==> src/rtl/prt_vtb_tg.sv <==
// rtl/prt_vtb_tg.sv - Video Toolbox timing generator producing VS/HS/DE from VPS timing
module prt_vtb_tg #(
    parameter int P_PPC = 2
) (
    input  logic        CLK_IN,
    input  logic        RSTN_IN,
    input  logic        CKE_IN,
    input  logic        CTL_RUN_IN,
    input  logic [3:0]  VPS_IDX_IN,
    input  logic [15:0] VPS_DAT_IN,
    input  logic        VPS_VLD_IN,
    output logic        VID_VS_OUT,
    output logic        VID_HS_OUT,
    output logic        VID_DE_OUT,
    output logic        STA_RUN_OUT,
    output logic        STA_SOF_OUT
);

    // Horizontal timing is programmed in pixels; the counters run in clocks.
    localparam int SHIFT = (P_PPC == 4) ? 2 : 1;

    typedef struct packed {
        logic [1:0]  cfg;      // bit0: HS active-low, bit1: VS active-low
        logic [15:0] htotal;
        logic [15:0] hsw;
        logic [15:0] hstart;
        logic [15:0] hwidth;
        logic [15:0] vtotal;
        logic [15:0] vsw;
        logic [15:0] vstart;
        logic [15:0] vheight;
    } timing_t;

    typedef enum logic [1:0] {
        S_IDLE,
        S_RUN,
        S_STOP
    } state_t;

    timing_t     shadow_q;
    timing_t     shadow_d;
    timing_t     active_q;
    state_t      state_q;
    state_t      state_d;
    logic        run_q;
    logic [15:0] hcnt;
    logic [15:0] vcnt;
    logic [15:0] htotal_c;
    logic [15:0] hsw_c;
    logic [15:0] hstart_c;
    logic [15:0] hwidth_c;
    logic [15:0] sh_htotal_c;
    logic [16:0] h_end;
    logic [16:0] v_end;
    logic        line_end;
    logic        frame_end;
    logic        start_ok;
    logic        hs_act;
    logic        vs_act;
    logic        de_act;

    assign htotal_c    = active_q.htotal >> SHIFT;
    assign hsw_c       = active_q.hsw >> SHIFT;
    assign hstart_c    = active_q.hstart >> SHIFT;
    assign hwidth_c    = active_q.hwidth >> SHIFT;
    assign sh_htotal_c = shadow_q.htotal >> SHIFT;

    assign line_end  = (hcnt == htotal_c - 16'd1);
    assign frame_end = line_end && (vcnt == active_q.vtotal - 16'd1);
    // Start is judged on the shadow set, since that is what gets loaded.
    assign start_ok  = run_q && (sh_htotal_c >= 16'd2) && (shadow_q.vtotal >= 16'd2);

    // Window ends are 17 bits wide so a large start+width never wraps.
    assign h_end  = {1'b0, hstart_c} + {1'b0, hwidth_c};
    assign v_end  = {1'b0, active_q.vstart} + {1'b0, active_q.vheight};
    assign hs_act = (hcnt < hsw_c);
    assign vs_act = (vcnt < active_q.vsw);
    assign de_act = (hcnt >= hstart_c) && ({1'b0, hcnt} < h_end) &&
                    (vcnt >= active_q.vstart) && ({1'b0, vcnt} < v_end);

    assign STA_RUN_OUT = (state_q != S_IDLE);

    // Shadow write decode; the result also feeds the end-of-frame reload.
    always_comb begin
        shadow_d = shadow_q;
        if (VPS_VLD_IN) begin
            case (VPS_IDX_IN)
                4'd0:    shadow_d.cfg     = VPS_DAT_IN[1:0];
                4'd1:    shadow_d.htotal  = VPS_DAT_IN;
                4'd2:    shadow_d.hsw     = VPS_DAT_IN;
                4'd3:    shadow_d.hstart  = VPS_DAT_IN;
                4'd5:    shadow_d.hwidth  = VPS_DAT_IN;
                4'd6:    shadow_d.vtotal  = VPS_DAT_IN;
                4'd7:    shadow_d.vsw     = VPS_DAT_IN;
                4'd8:    shadow_d.vstart  = VPS_DAT_IN;
                4'd9:    shadow_d.vheight = VPS_DAT_IN;
                default: ;
            endcase
        end
    end

    // Run/stop sequencing: stopping only completes at a frame boundary.
    always_comb begin
        state_d = state_q;
        case (state_q)
            S_IDLE:  if (start_ok) state_d = S_RUN;
            S_RUN:   if (!run_q) state_d = S_STOP;
            S_STOP: begin
                if (frame_end)  state_d = S_IDLE;
                else if (run_q) state_d = S_RUN;
            end
            default: state_d = S_IDLE;
        endcase
    end

    // Shadow registers and run request sampling are not clock-enabled.
    always_ff @(posedge CLK_IN or negedge RSTN_IN) begin
        if (!RSTN_IN) begin
            shadow_q <= '0;
            run_q    <= 1'b0;
        end else begin
            shadow_q <= shadow_d;
            run_q    <= CTL_RUN_IN;
        end
    end

    // State register advances only on enabled cycles.
    always_ff @(posedge CLK_IN or negedge RSTN_IN) begin
        if (!RSTN_IN) begin
            state_q <= S_IDLE;
        end else if (CKE_IN) begin
            state_q <= state_d;
        end
    end

    // Raster counters and active timing, reloaded at start and at every frame end.
    always_ff @(posedge CLK_IN or negedge RSTN_IN) begin
        if (!RSTN_IN) begin
            hcnt     <= '0;
            vcnt     <= '0;
            active_q <= '0;
        end else if (CKE_IN) begin
            if (state_q == S_IDLE) begin
                hcnt <= '0;
                vcnt <= '0;
                if (state_d == S_RUN) active_q <= shadow_q;
            end else if (line_end) begin
                hcnt <= '0;
                if (frame_end) begin
                    vcnt     <= '0;
                    active_q <= shadow_d;
                end else begin
                    vcnt <= vcnt + 16'd1;
                end
            end else begin
                hcnt <= hcnt + 16'd1;
            end
        end
    end

    // Registered video outputs; idle syncs sit at the programmed inactive level.
    always_ff @(posedge CLK_IN or negedge RSTN_IN) begin
        if (!RSTN_IN) begin
            VID_HS_OUT  <= 1'b0;
            VID_VS_OUT  <= 1'b0;
            VID_DE_OUT  <= 1'b0;
            STA_SOF_OUT <= 1'b0;
        end else if (CKE_IN) begin
            if (state_q == S_IDLE) begin
                VID_HS_OUT  <= shadow_q.cfg[0];
                VID_VS_OUT  <= shadow_q.cfg[1];
                VID_DE_OUT  <= 1'b0;
                STA_SOF_OUT <= 1'b0;
            end else begin
                VID_HS_OUT  <= hs_act ^ active_q.cfg[0];
                VID_VS_OUT  <= vs_act ^ active_q.cfg[1];
                VID_DE_OUT  <= de_act;
                STA_SOF_OUT <= (hcnt == 16'd0) && (vcnt == 16'd0);
            end
        end
    end

endmodule

==> config.mk <==
export PLATFORM = sky130hd
export DESIGN_NAME = prt_vtb_tg
export DESIGN_NICKNAME = d
export VERILOG_FILES = /design/src/rtl/prt_vtb_tg.sv
export SDC_FILE = /design/constraint.sdc
export NUM_CORES = 1
export LEC_CHECK = 0
export BUFFER_PORTS_ARGS = -buffer_cell sky130_fd_sc_hd__buf_2
export CORE_ASPECT_RATIO = 1.4
export CORE_MARGIN = 1
export CORE_UTILIZATION = 49
export DETAILED_ROUTE_END_ITERATION = 6
export SYNTH_ARGS = -nofsm -noshare
export SYNTH_HDL_FRONTEND = slang
export SYNTH_SLANG_ARGS = --single-unit
==> constraint.sdc <==
create_clock -name CLK_IN -period 4.7 [get_ports CLK_IN]
set_input_delay 0.47 -clock CLK_IN [delete_from_list [all_inputs] [get_ports CLK_IN]]
set_output_delay 0.47 -clock CLK_IN [all_outputs]
set_load 0.005 [all_outputs]
# --- Word level (Yosys, flattened, before mapping) ---
# Cells that the tools add are included.
totals:
  wordCells: 100
  reg_bits: 299
  input_bits: 25
classes:
  bitwise: 2
  reduce_logical: 16
  add_sub_neg: 6
  eq_ne: 14
  magnitude_cmp: 8
  mux: 28
ops:
  columns: ["cell", "count"]
  rows:
  - ["$mux W130", 5]
  - ["$mux W16", 13]
  - ["$add A16 B1 Y16 const B", 2]
  - ["$eq A16 B16 Y1", 2]
  - ["$logic_not A16 Y1", 2]
  - ["$lt A16 B16 Y1", 2]
  - ["$add A16 B16 Y17", 1]
  - ["$lt A16 B17 Y1", 1]
  - ["$add A15 B15 Y16", 1]
  - ["$ge A16 B15 Y1", 1]
  - ["$ge A16 B16 Y1", 1]
  - ["$ge A16 B2 Y1 const B", 1]
  - ["$lt A16 B15 Y1", 1]
  - ["$sub A15 B1 Y16 const B", 1]
  - ["$sub A16 B1 Y16 const B", 1]
  - ["$ge A15 B2 Y1 const B", 1]
  - ["$eq A4 B3 Y1 const B", 3]
  - ["$mux W2", 5]
  - ["$eq A4 B2 Y1 const B", 2]
  - ["$eq A4 B4 Y1 const B", 2]
  - ["$logic_and A1 B1 Y1", 7]
  - ["$pmux W2 S3", 1]
  - ["$reduce_bool A2 Y1", 3]
  - ["$eq A2 B1 Y1 const B", 2]
  - ["9 further kinds", 13]

# --- Logic depth before layout (Yosys ltp) ---
# Gate-level depths: netlist of run 1.
depth:
  depth_word: 8
  mapped_depth: 18

# --- Worst setup path before layout of run 1 ---
# Ideal clock, no wire load.
synth_path:
  path_kind: "reg2reg"
  start: "reg active_q[81] (netlist bit)"
  end: "reg VID_DE_OUT"
  setup_time_ps: 94
  setup_slack_ps: 1526
  t_arrival_ps: 3080
  path_buffers: 0
  stages_incl_launch_ff: 19
  path_cell_list: "dfrtp_1 ha_1 inv_1 fa_1 nor2b_1 o21a_1 o21ai_0 a21o_1 a21o_1 a31oi_1 and4_1 nor3_1 ha_1 nor2b_1 o21ai_0 o211ai_1 a21oi_1 a21oi_1 a211oi_1"
synth_via:
  elab_chain_cells: 6
synth_lines:
  columns: ["item", "line_no", "source"]
  rows:
  - ["start: declaration", "42", "timing_t active_q;"]
  - ["start signal: assignment", "146", "if (state_d == S_RUN) active_q <= shadow_q;"]
  - ["start signal: assignment", "151", "active_q <= shadow_d;"]
  - ["$add A15 B15 Y16", "74", "assign h_end = {1'b0, hstart_c} + {1'b0, hwidth_c};"]
  - ["$lt A16 B16 Y1", "78", "assign de_act = (hcnt >= hstart_c) && ({1'b0, hcnt} < h_end) &&"]
  - ["$logic_and A1 B1 Y1 * (2 in a row)", "78", null]
  - ["$logic_and A1 B1 Y1 *", "79", "(vcnt >= active_q.vstart) && ({1'b0, vcnt} < v_end);"]
  - ["$mux W1 *", "169", "if (state_q == S_IDLE) begin"]
  - ["end signal: assignment", "177", "VID_DE_OUT <= de_act;"]
  - ["end: declaration", "14", "output logic VID_DE_OUT,"]
# Every way passes the cells marked *; elsewhere a longest branch is shown, timed or not.
# A chain may end at the register's enable or synchronous reset.

# --- Final worst setup path of run 1 ---
# Ends and elaborated chain as after synthesis.

==> impl_metrics.json, run 1 <==
{
  "status": "completed",
  "wl_per_cell_um": 22.55,
  "nNetsFinal": 1781,
  "seq_area_um2": 7282,
  "cp_slowest_cell": "fa_1",
  "grt_pass1_vias": 12830,
  "synth_top_area_cell": "dfrtp_1",
  "post-route-min-period_ns": 3.671,
  "overflow": 0,
  "initial_core_util_pct": 50.22,
  "crit_path_start": "active_q[81]",
  "critPathCaptureType": "flop",
  "intPower_mw": 7.136,
  "grt_pass1_wl_um": 75010,
  "power.total_mw": 11.82,
  "fillCellCount": 2990,
  "syn_to_final_growth_pct": 9.397,
  "cts-root-buf": "clkbuf_16",
  "track_usage_pct": 27.12,
  "place_hpwl_um": 32210,
  "drive_above_1_share_pct": 14.22,
  "cts_buffers": 30,
  "worst_clock_skew_ns": 0.008789,
  "dr.pass1.iters": 5,
  "ant_nets": 0,
  "cts_tree": "built",
  "wl_um": 47350,
  "drc": 0,
  "worst_slew_pin_slew_ns": 1.015,
  "dp_cells": 2044,
  "path_class": "reg2reg",
  "synth_area_um2": 17240,
  "p_clk_share_pct": 20.4,
  "die_h_um": 224.0,
  "cp_slowest_stage_delay_ns": 0.39,
  "vias_per_cell": 5.948,
  "rows": 80,
  "slew_violations": 0,
  "synth_cell_types": 63,
  "synthCells": 1614,
  "ys_warn_count": 0,
  "port_buffers": 29,
  "ctsResizeCount": 0,
  "clk_latency_ns": 0.58,
  "yosysTopAreaCellShare_pct": 42.24,
  "dieArea_um2": 35950,
  "cp_max_fo": 3,
  "cts.sinks": 291,
  "worst_ep_arrival_time_ns": 4.16,
  "multi_input_area_um2": 9368,
  "clk_pin_slew_worst_paths_ns": 0.06,
  "ir_worst_vdd_mv": 0.3395,
  "cts_htree_levels": 1,
  "r2r_start": "active_q[81]",
  "leakagePower_nw": 9.169,
  "max_cap_viol_count": 0,
  "min_path_type": "in2reg",
  "die_w_um": 160.5,
  "postCtsSetupRepairBufs": 0,
  "min_from": "VPS_DAT_IN[0]",
  "setup_viol": 0,
  "path_buf_inv": 1,
  "synthFlopType": "dfrtp_1",
  "synth_seq_cells": 291,
  "crit_chain": "ha_1 -> inv_1 -> fa_1 -> nor2b_1 -> o21a_1 -> o21ai_0 -> a21o_1 -> a21o_1 -> a31oi_1 -> and4_1 -> nor3_1 -> ha_1 -> nor2b_1 -> o21ai_0 -> o211ai_1 -> a21oi_1 -> a21oi_1 -> a211oi_1",
  "critPathTopFamily": "compound AO/OA/AOI/OAI gates",
  "synth.most_common_cell": "dfrtp_1",
  "cp.required_ns": 5.19,
  "yosysSeqAreaShare_pct": 42.24,
  "place_congestion": 0.9321,
  "synth_area_per_cell_um2": 10.68,
  "async_reset_ff_share_pct": 100.0,
  "synth_edf_count": 0,
  "grt_max_degree": 107,
  "setup-tns-final_ns": 0,
  "fmax_mhz": 272.4,
  "hold_viol": 0,
  "drt-initial-drc-count": 710,
  "final_util_pct": 54.94,
  "placeableCoreArea_um2": 34330,
  "power_frac_comb_pct": 46.0,
  "ys_top_cells_by_count": "291 x dfrtp_1, 195 x mux2i_1, 129 x mux2_2",
  "finalCritPeriodShare_pct": 78.10,
  "switching_share_pct": 39.60,
  "p_switching_mw": 4.679,
  "clock_tree.buffer_depth": 3,
  "start_kind": "flop",
  "slew_headroom_pct": 31.68,
  "rsz0062_at_grt": "no",
  "antenna_found_initial": 1,
  "synthesis.nets": 1768,
  "power_frac_seq_pct": 33.6,
  "io_pins": 30,
  "synth_area_leaders": "dfrtp_1 42%, mux2i_1 11%, ha_1 9.2%, mux2_2 8.4%, nand2_1 2.3%",
  "stdcell_count": 2100,
  "via_count": 12490,
  "power_density_nw_per_um2": 626.4
}
-- path summary, 6_finish.rpt --
path	slack, ns	endpoint	depth (start not counted)
max	1.03	VID_DE_OUT	18
min reg2reg	0.52	shadow_q[46]	1
min in group asynchronous	0.53	shadow_q[5]	2
max reg2reg	1.03	VID_DE_OUT	18
max in group asynchronous	3.06	active_q[36]	3
min	0.38	shadow_q[128]	2
-- worst reg2reg max path, delay by kind of cell, from the launching register on --
family | cells | cell delay [ns]
flip-flops | 1 | 0.38
AO/OA/AOI/OAI | 10 | 1.70
adder cells (fa/ha/maj) | 3 | 0.88
AND/OR/NAND/NOR | 4 | 0.55
buffers and inverters | 1 | 0.06
-- metrics by stage --
step | setup slack [ns] | hold slack [ns] | area [µm²]
2_1_floorplan | 1.526 | 0.1744 | 17240
6_report | 1.029 | 0.3839 | 18860
5_1_grt | 0.6660 | 0.3769 | 18850
3_3_place_gp | 1.150 | 0.5042 | 17860
3_5_place_dp | 1.029 | 0.5074 | 17860
4_1_cts | 1.032 | 0.3737 | 18850
-- power by group through the flow --
stage                     clock network, mW  logic, mW  registers (mW)
after floorplan                           0       4.30            3.75
after global placement                    0       5.32            3.99
after detailed placement                  0       5.43            4.01
after global routing                   2.54       6.12            4.07
after CTS                              2.45       5.46            3.97
final                                  2.41       5.43            3.97
-- timing repair --
item,CTS,global route
hold buffers,2,0
hold endpoints to repair,95,0
endpoints found under the setup margin,0,0
-- per-layer routing --
metal / wire, µm / vias to the layer above / track usage, %
met4: 1307 / 0 / 8.479
met3: 1711 / 68 / 2.370
met5: 0 / - / 0
li1: - / 5907 / -
met1: 20360 / 6289 / 34.72
met2: 23970 / 226 / 48.22
-- cell usage in the layout, fill, tap and decap left out, types with 6 or more instances in the layout --
master,n
o22ai_1,64
nand2b_1,15
a21oi_1,57
xnor2_1,43
a21o_1,25
nor2_1,49
ha_1,127
and3_1,11
nand4_1,20
mux2_2,129
nand3b_1,6
nor4_1,19
inv_1,86
buf_4,16
or3_1,13
buf_2,28
and4_1,7
o211ai_1,6
clkbuf_8,6
o21ai_0,45
dfrtp_1,291
nand3_1,35
o31ai_1,14
clkbuf_1,6
nand2_1,107
nor3_1,30
xor2_1,33
or4_1,8
clkbuf_16,31
nor2b_1,19
mux2i_1,195
a31oi_1,15
-- registers in the layout, summed over array words and instances, names as in the netlist, 2 cells and up --
name and count:
shadow_q 111, active_q 126, state_q 2, sh_htotal_c 15
vcnt 16, hcnt 16
-- cell families (layout without fill, tap and decap cells) --
kind of cell	count (synthesis)	after routing	share of synthesized area [%]
fa+ha+maj	129	129	9.448
mux	324	324	19.75
xor+xnor	76	76	3.861
simple gates	370	370	11.30
other cells	0	3	0
flops	291	291	42.24
buf+inv	155	187	3.556
compound gates	269	269	9.855
-- final cells by class --
class	instances	area share, %
multi-input cells	1168	49.67
diodes	3	0.03980
well taps	451	2.992
flip-flops and latches	291	38.61
clock inverters	8	0.4909
repair buffers	49	1.778
inverters	87	1.758
clock buffers	43	4.670
No activity file was read; power rests on OpenSTA's default activity.
==> run 2, diff against run 1 <==
==> constraint.sdc (replaced) <==
create_clock -name CLK_IN -period 3.6 [get_ports CLK_IN]
set_input_delay 0.36 -clock CLK_IN [delete_from_list [all_inputs] [get_ports CLK_IN]]
set_output_delay 0.36 -clock CLK_IN [all_outputs]
set_load 0.005 [all_outputs]
==> run 2 against run 1 <==
- sequential share of layout area down 0.84 points
- maximum frequency grew 6.2%
- clock power increased by 35%
- non-clock buffer count rose by 31
- global-route usage fell by 0.32 points
- routed wire length fell by 0.21%
- clock-buffer cell count up 6
- worst hold slack got worse by 0.16 ns
- total power grew 33%
- critical path depth is 8 lower
- cell count increased by 1.6%
- largest power group unchanged
==> impl_metrics.json, run 2 (synthesized netlist as in run 1, its figures left out) <==
{
  "setup-tns-final_ns": 0,
  "fmax_mhz": 289.2,
  "initial_core_util_pct": 50.22,
  "port_buffers": 29,
  "whs_ns": 0.2265,
  "ant_nets": 0,
  "place_congestion": 0.8805,
  "dp_cells": 2070,
  "drive_above_1_share_pct": 16.77,
  "path_class": "reg2reg",
  "seq_area_um2": 7282,
  "cts_buffers": 30,
  "nNetsFinal": 1812,
  "top_register": "active_q",
  "cp_slowest_cell": "or4b_1",
  "clk_pin_slew_worst_paths_ns": 0.07,
  "track_usage_pct": 26.80,
  "grt_pass1_vias": 12660,
  "ir_worst_vdd_mv": 0.5072,
  "dieArea_um2": 35950,
  "setup_viol": 0,
  "antenna_found_initial": 5,
  "die_w_um": 160.5,
  "cts_htree_levels": 1,
  "vias_per_cell": 5.903,
  "dr.pass1.iters": 5,
  "wl_per_cell_um": 22.15,
  "final_common_cell": "dfrtp_1",
  "min_path_type": "in2async",
  "wl_um": 47250,
  "start_kind": "flop",
  "largest_register_ffs": 126,
  "clock_tree.buffer_depth": 3,
  "cp.required_ns": 4.08,
  "drt-initial-drc-count": 659,
  "cts_tree": "built",
  "post-route-min-period_ns": 3.457,
  "worst_clock_skew_ns": 0.01445,
  "final_cell_mix": "291 x dfrtp_1, 195 x mux2i_1, 129 x mux2_2",
  "place_hpwl_um": 32140,
  "syn_to_final_growth_pct": 11.83,
  "worst_ep_arrival_time_ns": 3.94,
  "worst_slew_pin_slew_ns": 1.125,
  "stdcell_count": 2133,
  "leakagePower_nw": 9.373,
  "io_pins": 30,
  "grt_max_degree": 122,
  "critPathCaptureType": "flop",
  "power_density_nw_per_um2": 816.8,
  "hold_viol": 0,
  "cts-root-buf": "clkbuf_16",
  "critPathTopFamily": "compound AO/OA/AOI/OAI gates",
  "cts.sinks": 291,
  "clk_latency_ns": 0.58,
  "grt_pass1_wl_um": 73400,
  "cp_slowest_stage_delay_ns": 0.51,
  "finalCritPeriodShare_pct": 96.04,
  "die_h_um": 224.0,
  "placeableCoreArea_um2": 34330,
  "multi_input_area_um2": 9455,
  "via_count": 12590,
  "crit_chain": "inv_1 -> ha_1 -> or4b_1 -> o311ai_0 -> a31oi_1 -> nor4b_2 -> nand2_1 -> o31a_2 -> buf_12 -> o22ai_1",
  "status": "completed",
  "rows": 80,
  "max_cap_viol_count": 0,
  "top_regs": "active_q: 126 flops, shadow_q: 111 flops",
  "fillCellCount": 3002,
  "final_area_um2": 19280,
  "drc": 0,
  "rsz0062_at_grt": "yes",
  "final_util_pct": 56.16,
  "slew_violations": 0,
  "slew_headroom_pct": 24.84,
  "diodes": 0,
  "cp_max_fo": 80,
  "dpl-instance-area_um2": 18110,
  "overflow": 0,
  "path_buf_inv": 2
}
## run 2: worst reg2reg max path: cells and delay by family, from the launching register on
| kind | cells | cell delay [ns] |
|---|---|---|
| AO/OA/AOI/OAI | 4 | 1.34 |
| AND/OR/NAND/NOR | 3 | 1.00 |
| adder cells (fa/ha/maj) | 1 | 0.23 |
| flip-flops | 1 | 0.43 |
| buffers and inverters | 2 | 0.35 |
## run 2: repair_timing
| action | CTS | global route |
|---|---|---|
| hold buffers | 2 | 0 |
| gates resized for setup | 0 | 20 |
| setup endpoints to repair | 0 | 2 |
| endpoints found under the hold margin | 26 | 0 |
| buffers inserted | 0 | 5 |
## run 2: power breakdown
part | total [mW] | switching [mW] | internal (mW)
Clock | 3.25 | 1.34 | 1.91
Sequential | 5.14 | 0.820 | 4.32
Combinational | 7.36 | 4.03 | 3.33
## run 2: cell type report
| type | count | share of cell area (%) |
|---|---|---|
| multi-input cells | 1168 | 49.04 |
| flip-flops and latches | 291 | 37.77 |
| clock buffers | 49 | 4.841 |
| repair buffers | 80 | 3.206 |
| well taps | 451 | 2.927 |
| inverters | 87 | 1.720 |
| clock inverters | 7 | 0.4997 |
## run 2: layer usage
layer / vias to the layer above / part of all wire, % / global-route usage (%) / routed length (µm)
met5: - / 0.028 / 0 / 13
met4: 2 / 3.2 / 9.493 / 1500
met3: 68 / 4.0 / 3.407 / 1887
met2: 239 / 51 / 47.33 / 23930
met1: 6297 / 42 / 33.47 / 19920
li1: 5985 / - / - / -
## run 2: path summary, 6_finish.rpt
check / cells past startpoint / slack [ns] / endpoint / from
setup / recovery: 10 / 0.14 / active_q[81] / active_q[114]
setup reg to reg: 10 / 0.14 / active_q[81] / active_q[114]
max in group asynchronous: 3 / 2.41 / shadow_q[55] / RSTN_IN
min in group CLK_IN: 2 / 0.29 / shadow_q[128] / VPS_DAT_IN[0]
hold / removal: 2 / 0.23 / shadow_q[21] / RSTN_IN
hold reg to reg: 1 / 0.52 / shadow_q[105] / shadow_q[105]
## run 2: stage by stage
stage | power (mW) | setup slack, ns
after CTS | 15.67 | 0.008713
final | 15.75 | 0.1425
after detailed placement | 12.36 | 0.03151
after global placement | 12.19 | 0.01415
after global routing | 16.93 | -0.03021
after floorplan | 10.51 | 0.4257
